### config.mk
export PLATFORM = sky130hd
export DESIGN_NAME = stopwatch_counter
export DESIGN_NICKNAME = d
export VERILOG_FILES = /design/src/rtl/stopwatch_counter.sv
export SDC_FILE = /design/constraint.sdc
export NUM_CORES = 1
export LEC_CHECK = 0
export BUFFER_PORTS_ARGS = -buffer_cell sky130_fd_sc_hd__buf_4
export CORE_ASPECT_RATIO = 1.5
export CORE_MARGIN = 2
export CORE_UTILIZATION = 35
export DETAILED_ROUTE_END_ITERATION = 10
export GPL_ROUTABILITY_DRIVEN = 1
export GPL_TIMING_DRIVEN = 0
export PLACE_DENSITY = 0.64
export SLEW_MARGIN = 20
export SYNTH_ARGS = -nofsm -noshare
export SYNTH_HDL_FRONTEND = slang
export SYNTH_SLANG_ARGS = --single-unit
### constraint.sdc
create_clock -name clk_100mhz -period 2.68 [get_ports clk_100mhz]
set_clock_uncertainty 0.1 [all_clocks]
set_input_delay 0 -clock clk_100mhz [delete_from_list [all_inputs] [get_ports clk_100mhz]]
set_output_delay 0 -clock clk_100mhz [all_outputs]
set_load 0.03 [all_outputs]
### src/rtl/stopwatch_counter.sv
// MM:SS stopwatch core: four BCD digits with a run / pause / adjust state machine.
// Counts on en_1hz in RUN, steps the selected field on en_2hz in ADJUST.
module stopwatch_counter #(
  parameter int MIN_MAX       = 99,
  parameter bit START_RUNNING = 1'b0
) (
  input  logic       clk_100mhz,
  input  logic       rst,
  input  logic       en_1hz,
  input  logic       en_2hz,
  input  logic       pause_p,
  input  logic       clr_p,
  input  logic       adj,
  input  logic       sel,
  output logic [3:0] min_tens,
  output logic [3:0] min_ones,
  output logic [3:0] sec_tens,
  output logic [3:0] sec_ones,
  output logic       running,
  output logic       adjusting,
  output logic       wrap
);

  localparam logic [3:0] MAX_T   = 4'(MIN_MAX / 10);
  localparam logic [3:0] MAX_O   = 4'(MIN_MAX % 10);
  localparam logic [7:0] MAX_BCD = {MAX_T, MAX_O};

  typedef enum logic [1:0] {
    S_PAUSED = 2'd0,
    S_RUN    = 2'd1,
    S_ADJUST = 2'd2
  } state_e;

  localparam state_e RST_STATE = START_RUNNING ? S_RUN : S_PAUSED;

  state_e     state_q, state_d;
  logic [7:0] sec_q, sec_d;
  logic [7:0] min_q, min_d;
  logic       wrap_q, wrap_d;

  // Seconds field as {tens, ones}: 59 rolls to 00.
  function automatic logic [7:0] inc_sec(input logic [7:0] s);
    logic [7:0] r;
    r = s;
    if (s[3:0] >= 4'd9) begin
      r[3:0] = 4'd0;
      r[7:4] = (s[7:4] >= 4'd5) ? 4'd0 : s[7:4] + 4'd1;
    end else begin
      r[3:0] = s[3:0] + 4'd1;
    end
    return r;
  endfunction

  // Minutes field as {tens, ones}: MIN_MAX (or anything beyond) rolls to 00.
  function automatic logic [7:0] inc_min(input logic [7:0] m);
    logic [7:0] r;
    r = m;
    if ((m[7:4] > MAX_T) || ((m[7:4] == MAX_T) && (m[3:0] >= MAX_O))) begin
      r = 8'h00;
    end else if (m[3:0] >= 4'd9) begin
      r[3:0] = 4'd0;
      r[7:4] = m[7:4] + 4'd1;
    end else begin
      r[3:0] = m[3:0] + 4'd1;
    end
    return r;
  endfunction

  always_ff @(posedge clk_100mhz or posedge rst) begin
    if (rst) begin
      state_q <= RST_STATE;
      sec_q   <= 8'h00;
      min_q   <= 8'h00;
      wrap_q  <= 1'b0;
    end else begin
      state_q <= state_d;
      sec_q   <= sec_d;
      min_q   <= min_d;
      wrap_q  <= wrap_d;
    end
  end

  always_comb begin
    state_d = state_q;
    sec_d   = sec_q;
    min_d   = min_q;
    wrap_d  = 1'b0;
    case (state_q)
      S_RUN: begin
        // A tick coinciding with pause_p is still counted.
        if (en_1hz) begin
          sec_d = inc_sec(sec_q);
          if (sec_q == 8'h59) begin
            min_d  = inc_min(min_q);
            wrap_d = (min_q == MAX_BCD);
          end
        end
        if (adj)          state_d = S_ADJUST;
        else if (pause_p) state_d = S_PAUSED;
      end
      S_ADJUST: begin
        if (en_2hz) begin
          if (sel) sec_d = inc_sec(sec_q);
          else     min_d = inc_min(min_q);
        end
        if (!adj) state_d = S_PAUSED;
      end
      default: begin
        if (adj)          state_d = S_ADJUST;
        else if (pause_p) state_d = S_RUN;
      end
    endcase
    // Clear overrides any tick or step on the same edge.
    if (clr_p) begin
      sec_d  = 8'h00;
      min_d  = 8'h00;
      wrap_d = 1'b0;
    end
  end

  assign min_tens  = min_q[7:4];
  assign min_ones  = min_q[3:0];
  assign sec_tens  = sec_q[7:4];
  assign sec_ones  = sec_q[3:0];
  assign running   = (state_q == S_RUN);
  assign adjusting = (state_q == S_ADJUST);
  assign wrap      = wrap_q;

endmodule

Yosys cells after proc, flatten, opt, wreduce, memory -nomap -nowiden
Cells that the tools add are included.
{ "classes": {"addsub": 4, "magnitude_cmp": 4, "n_eq_ne": 12, "mux": 27, "reduce_logical": 7} }
{ "op_table": {"columns": ["op", "count"], "rows": [
  ["8-bit two-way mux", 10],
  ["8-bit case mux with 2 select lines", 2],
  ["4-bit two-way mux", 5],
  ["4-bit by 1-bit adder with 4-bit output, second input constant", 4],
  ["3-bit inequality test, second input constant", 5],
  ["2-bit two-way mux", 5],
  ["8-bit by 7-bit equality test with 1-bit output, second input constant", 1],
  ["8-bit equality test, second input constant", 1],
  ["4-bit >= comparator, second input constant", 2],
  ["3-bit nonzero test", 2],
  ["5-bit AND reduction", 1],
  ["4-bit equality test, second input constant", 1],
  ["4-bit by 3-bit >= comparator with 1-bit output, second input constant", 1],
  ["4-bit greater-than comparator, second input constant", 1],
  ["1-bit two-way mux", 4],
  ["2-bit case mux with 2 select lines", 1],
  ["4-bit AND reduction", 1],
  ["3-bit by 2-bit inequality test with 1-bit output, second input constant", 1],
  ["3-bit AND reduction", 1],
  ["2-bit by 1-bit equality test with 1-bit output, second input constant", 1],
  ["2-bit equality test, second input constant", 1],
  ["2-bit inequality test, second input constant", 1],
  ["1-bit logical AND", 1],
  ["1-bit logical OR", 1]
]} }
{ "totals": {"regBits": 19, "out_inout_bits": 19} }

Longest topological paths before layout
{ "depth": {"depth_word": 8, "mapped_depth": 6} }

Worst setup path after synthesis
OpenSTA, ideal clock, no wires.
{ "synth_path": {"kind": "reg2reg", "startpoint": "reg state_q[0]", "endpoint": "reg min_q[4]", "arrival_ps": 1811, "slack_ps": 634, "path_stages_with_launch": 7, "n_path_buf": 0, "cell_sequence": "dfrtp_1 > inv_1 > ha_1 > inv_1 > a221oi_2 > nor3_1 > mux2i_1"} }
{ "synth_between": {"elab_chain_cells": 3, "elab_cells_between_ends": 10, "cone_classes": "eq/ne: 6; mux: 2; reduce/logical: 2"} }
{ "synth_lines": {"columns": ["item", "line_no", "source"], "rows": [
  ["from (decl)", "36", "state_e state_q, state_d;"],
  ["from (signal assigned)", "76", "state_q <= state_d;"],
  ["2-bit equality test *", null, null],
  ["via adjusting", "20", "output logic adjusting,"],
  ["3-bit inequality test (no source line) (tied with other cells)", null, null],
  ["5-bit AND reduction (no source line) or 8-bit two-way mux (tied branches)", null, null],
  ["to (signal assigned)", "78", "min_q <= min_d;"],
  ["to (decl)", "38", "logic [7:0] min_q, min_d;"]
]} }
The timed path passes the listed nets; every way through them passes the cells marked *.
A chain may end at the register's enable or synchronous reset.

Worst setup path after layout
{ "layout_path": {"startpoint": "reg state_q[0]", "endpoint": "reg min_q[5]"} }
{ "layout_between": {"elab_chain_cells": 3, "elab_cells_between_ends": 10, "cone_classes": "eq/ne: 6; mux: 2; reduce/logical: 2"} }
{ "layout_lines": {"columns": ["item", "line_no", "source"], "rows": [
  ["2-bit by 1-bit equality test with 1-bit output or 2-bit equality test (tied branches)", "88", "case (state_q)"],
  ["3-bit by 2-bit inequality test with 1-bit output (no source line) (tied with other cells)", null, null],
  ["5-bit AND reduction (no source line) or 8-bit two-way mux (tied branches)", null, null]
]} }
Several ways; a longest one is shown, not always the timed one.

==> results by group <==
Global routing
  – Gr usage total: 0.154
  – GR Overflow Total: 0
  – Largest net degree at the start of global routing: 20
  – Antenna violations before repair: 0
  – Number of global-route vias before repair: 1,106
  – First-pass GRT wire length: 4.85 mm

Clocking
  – Number of buffers created by CTS: 3
  – H-Tree Depth: 1
  – Clock Sinks: 19
  – TritonCTS clock tree: built
  – Latest clock arrival within the worst-skew pair: 0.26 ns
  – Clock transition at path regs: 0.08 ns
  – Clock root buffer: clkbuf_8
  – Cts repair resizes: 0
  – Longest Clk Path Bufs: 2

Critical path
  – Crit-path cells: inv_1, ha_1, inv_1, a221oi_2, nor3_1, mux2i_1
  – Critical path buffer and inverter count: 2
  – Critical Path RT: 2.70 ns
  – Kind of critical path: flip-flop to flip-flop
  – Crit path largest cell delay: 0.66 ns
  – Crit end category: flip-flop
  – Crit path max-delay cell type: a221oi_2
  – Worst path most repeated cell: inv_1
  – Kind of cell adding the most delay to the critical path: compound AO/OA/AOI/OAI gates
  – Worst EP arrival: 2.21 ns
  – CP Launch Type: flip-flop
  – Largest fanout on the critical path: 10

Place
  – Dpl hpwl: 2.19 mm
  – Buffers on Ports: 25
  – Dpl ws: 0.506 ns
  – Placer congestion estimate: 0.832

Route
  – Vias per cell: 5.21
  – Pre-Repair DR Iteration Count: 4
  – Remaining antenna violation count: 0
  – Drc violations: 0
  – DR WL/cell: 13.8 um
  – Vias: 1,058
  – Routed WL: 2.81 mm
  – Starting DRT DRC Count: 5

Run status
  – Status: finished, final reports clean

STA
  – Final WS setup: 0.497 ns
  – Tcrit/Tclk final: 0.814
  – Worst hold margin: 0.117 ns
  – Fin Setup TNS: 0 ns
  – Setup violators final: 0
  – Max_slew headroom: 0.500
  – RSZ-0062 raised after global routing: false
  – Post-layout min period: 2.18 ns
  – Slew Viols, Final: 0
  – Final Hold Fails: 0
  – Slew @ Worst Pin: 0.750 ns
  – Max Fclk: 0.458 GHz

Synthesis
  – Avg Cell Area, Syn: 10.1 um2
  – Post-synthesis sequential area ratio: 0.368
  – Syn Inst Count: 128
  – Syn_nets: 150
  – Synth area leaders: dfrtp_1 (37%), ha_1 (14%), inv_1 (4.6%)
  – Synth cell types: 41
  – Flops & latches, synth: 19
  – Post-Syn Area: 1290 um2
  – YS warnings: 0
  – Post-synth top area share: 0.368
  – Cell taking the most area after synthesis: dfrtp_1

Worst hold path
  – Hold Crit Class: primary input to flip-flop

Final layout
  – Layout cells sized above 1: 0.263
  – Final net count: 183
  – Ant diodes: 0
  – Area grow syn2layout: 24.6%

Power
  – Max VDD drop: 566 uV
  – Leakage power: 0.000779 uW
  – Total power: 1400 uW
  – Pwr dens: 872 nW/um2

Die
  – Die Span X: 53.6 um
  – Initial core utilization: 0.358
  – Core area: 3610 um2
  – Num ports: 27
  – DIE AREA: 4200 um2
  – Row cnt: 27
  – Die H: 78.4 um

Run
  – Max cap viols: 0
## layer usage
metal | global-route usage | part of all wire | wire length, um
met5 | 0 | 0 | 0
met1 | 0.173 | 0.40 | 1110
met4 | 0.0615 | 0.017 | 47
met2 | 0.278 | 0.55 | 1550
met3 | 0.0190 | 0.036 | 102
## power breakdown
part	switching, uW	internal, uW
clock network	102	104
logic	452	300
registers	90.9	355
total	646	759
## cell families (layout without fill, tap and decap cells)
group	Yosys count	count (layout)	synth area share
and+or+nand+nor	39	39	0.171
AOI/OAI and AO/OA	34	34	0.234
DFF	19	19	0.368
buffers and inverters	17	49	0.0503
adders and majority gates	14	14	0.136
muxes	5	5	0.0407
## registers in the layout, indices dropped and copies added (netlist names)
signal and cells:
min_q 8, sec_q 8, state_q 2, wrap 1
## repair_timing
item                                    CTS  global route
hold endpoints to repair                 21             0
setup buffers                             0             0
hold buffers                              3             0
endpoints found under the setup margin    0             0
## placed cells by master (no fill, tap or decap), types with 3 or more instances in the layout
cell type and instances:
o31ai_1 3, mux2i_1 3, nand3_1 6, clkbuf_8 3
o21bai_1 3, nand2_1 7, nor2_1 8, dfrtp_1 19
a21oi_1 3, nor3_1 3, buf_4 25, inv_1 16
dlygate4sd3_1 3, ha_1 14, o21ai_1 3
## worst min-delay path: stages
cell and delay (ns):
buf_4 0.11, and4b_1 0.21, nand2_1 0.07, nor2_1 0.05
## synthesized netlist by cell type
cell type and instances:
buf_2 1, and4b_1 2, a211o_1 2, nor4b_2 1
nand2b_1 2, and3b_1 1, nand2_1 7, a21oi_2 1
or3b_4 1, dfrtp_1 19, o21ai_0 2, nor3_1 3
nand3_1 6, or3_1 1, inv_1 16, o31ai_1 3
a21oi_1 3, a211oi_4 1, o2bb2ai_1 1, a221oi_2 2
or2_1 1, o21ai_1 3, nand4_1 2, mux2i_1 3
o21bai_1 3, a21o_1 2, mux2_2 2, a41oi_2 1
ha_1 14, or2_2 1, nor2b_1 2, a21bo_2 1
o22ai_1 1, a22o_1 2, a32o_1 1, nor2_1 8
a211oi_1 1, o21a_1 2, a311oi_1 1, or3b_1 1
a221oi_4 1
## through the flow
step                utilization  cells  instance area (um2)
global placement          0.424    196                 1530
global route              0.445    203                 1610
CTS                       0.445    203                 1610
detailed placement        0.424    196                 1530
floorplan                     -    128                 1290
finish                    0.445    203                 1610
## final cells by class
type / count / area (um2)
fill: 340 / 2000
multi-input combinational: 92 / 752
sequential: 19 / 475
timing repair buffer: 28 / 218
inverter: 16 / 60.1
tap: 43 / 53.8
clock buffer: 3 / 41.3
clock inverter: 1 / 5.00
buffer: 1 / 5.00
## final timing paths
check / startpoint / endpoint / slack, ns / depth (start not counted)
setup / recovery: state_q[0] / min_q[5] / 0.50 / 6
hold / removal: en_1hz / wrap / 0.12 / 4
setup reg to reg: state_q[0] / min_q[5] / 0.50 / 6
hold reg to reg: sec_q[7] / sec_q[7] / 0.44 / 2
max in group asynchronous: rst / state_q[1] / 1.68 / 3
min in group asynchronous: rst / sec_q[6] / 0.32 / 3
No activity file was read; power rests on OpenSTA's default activity.
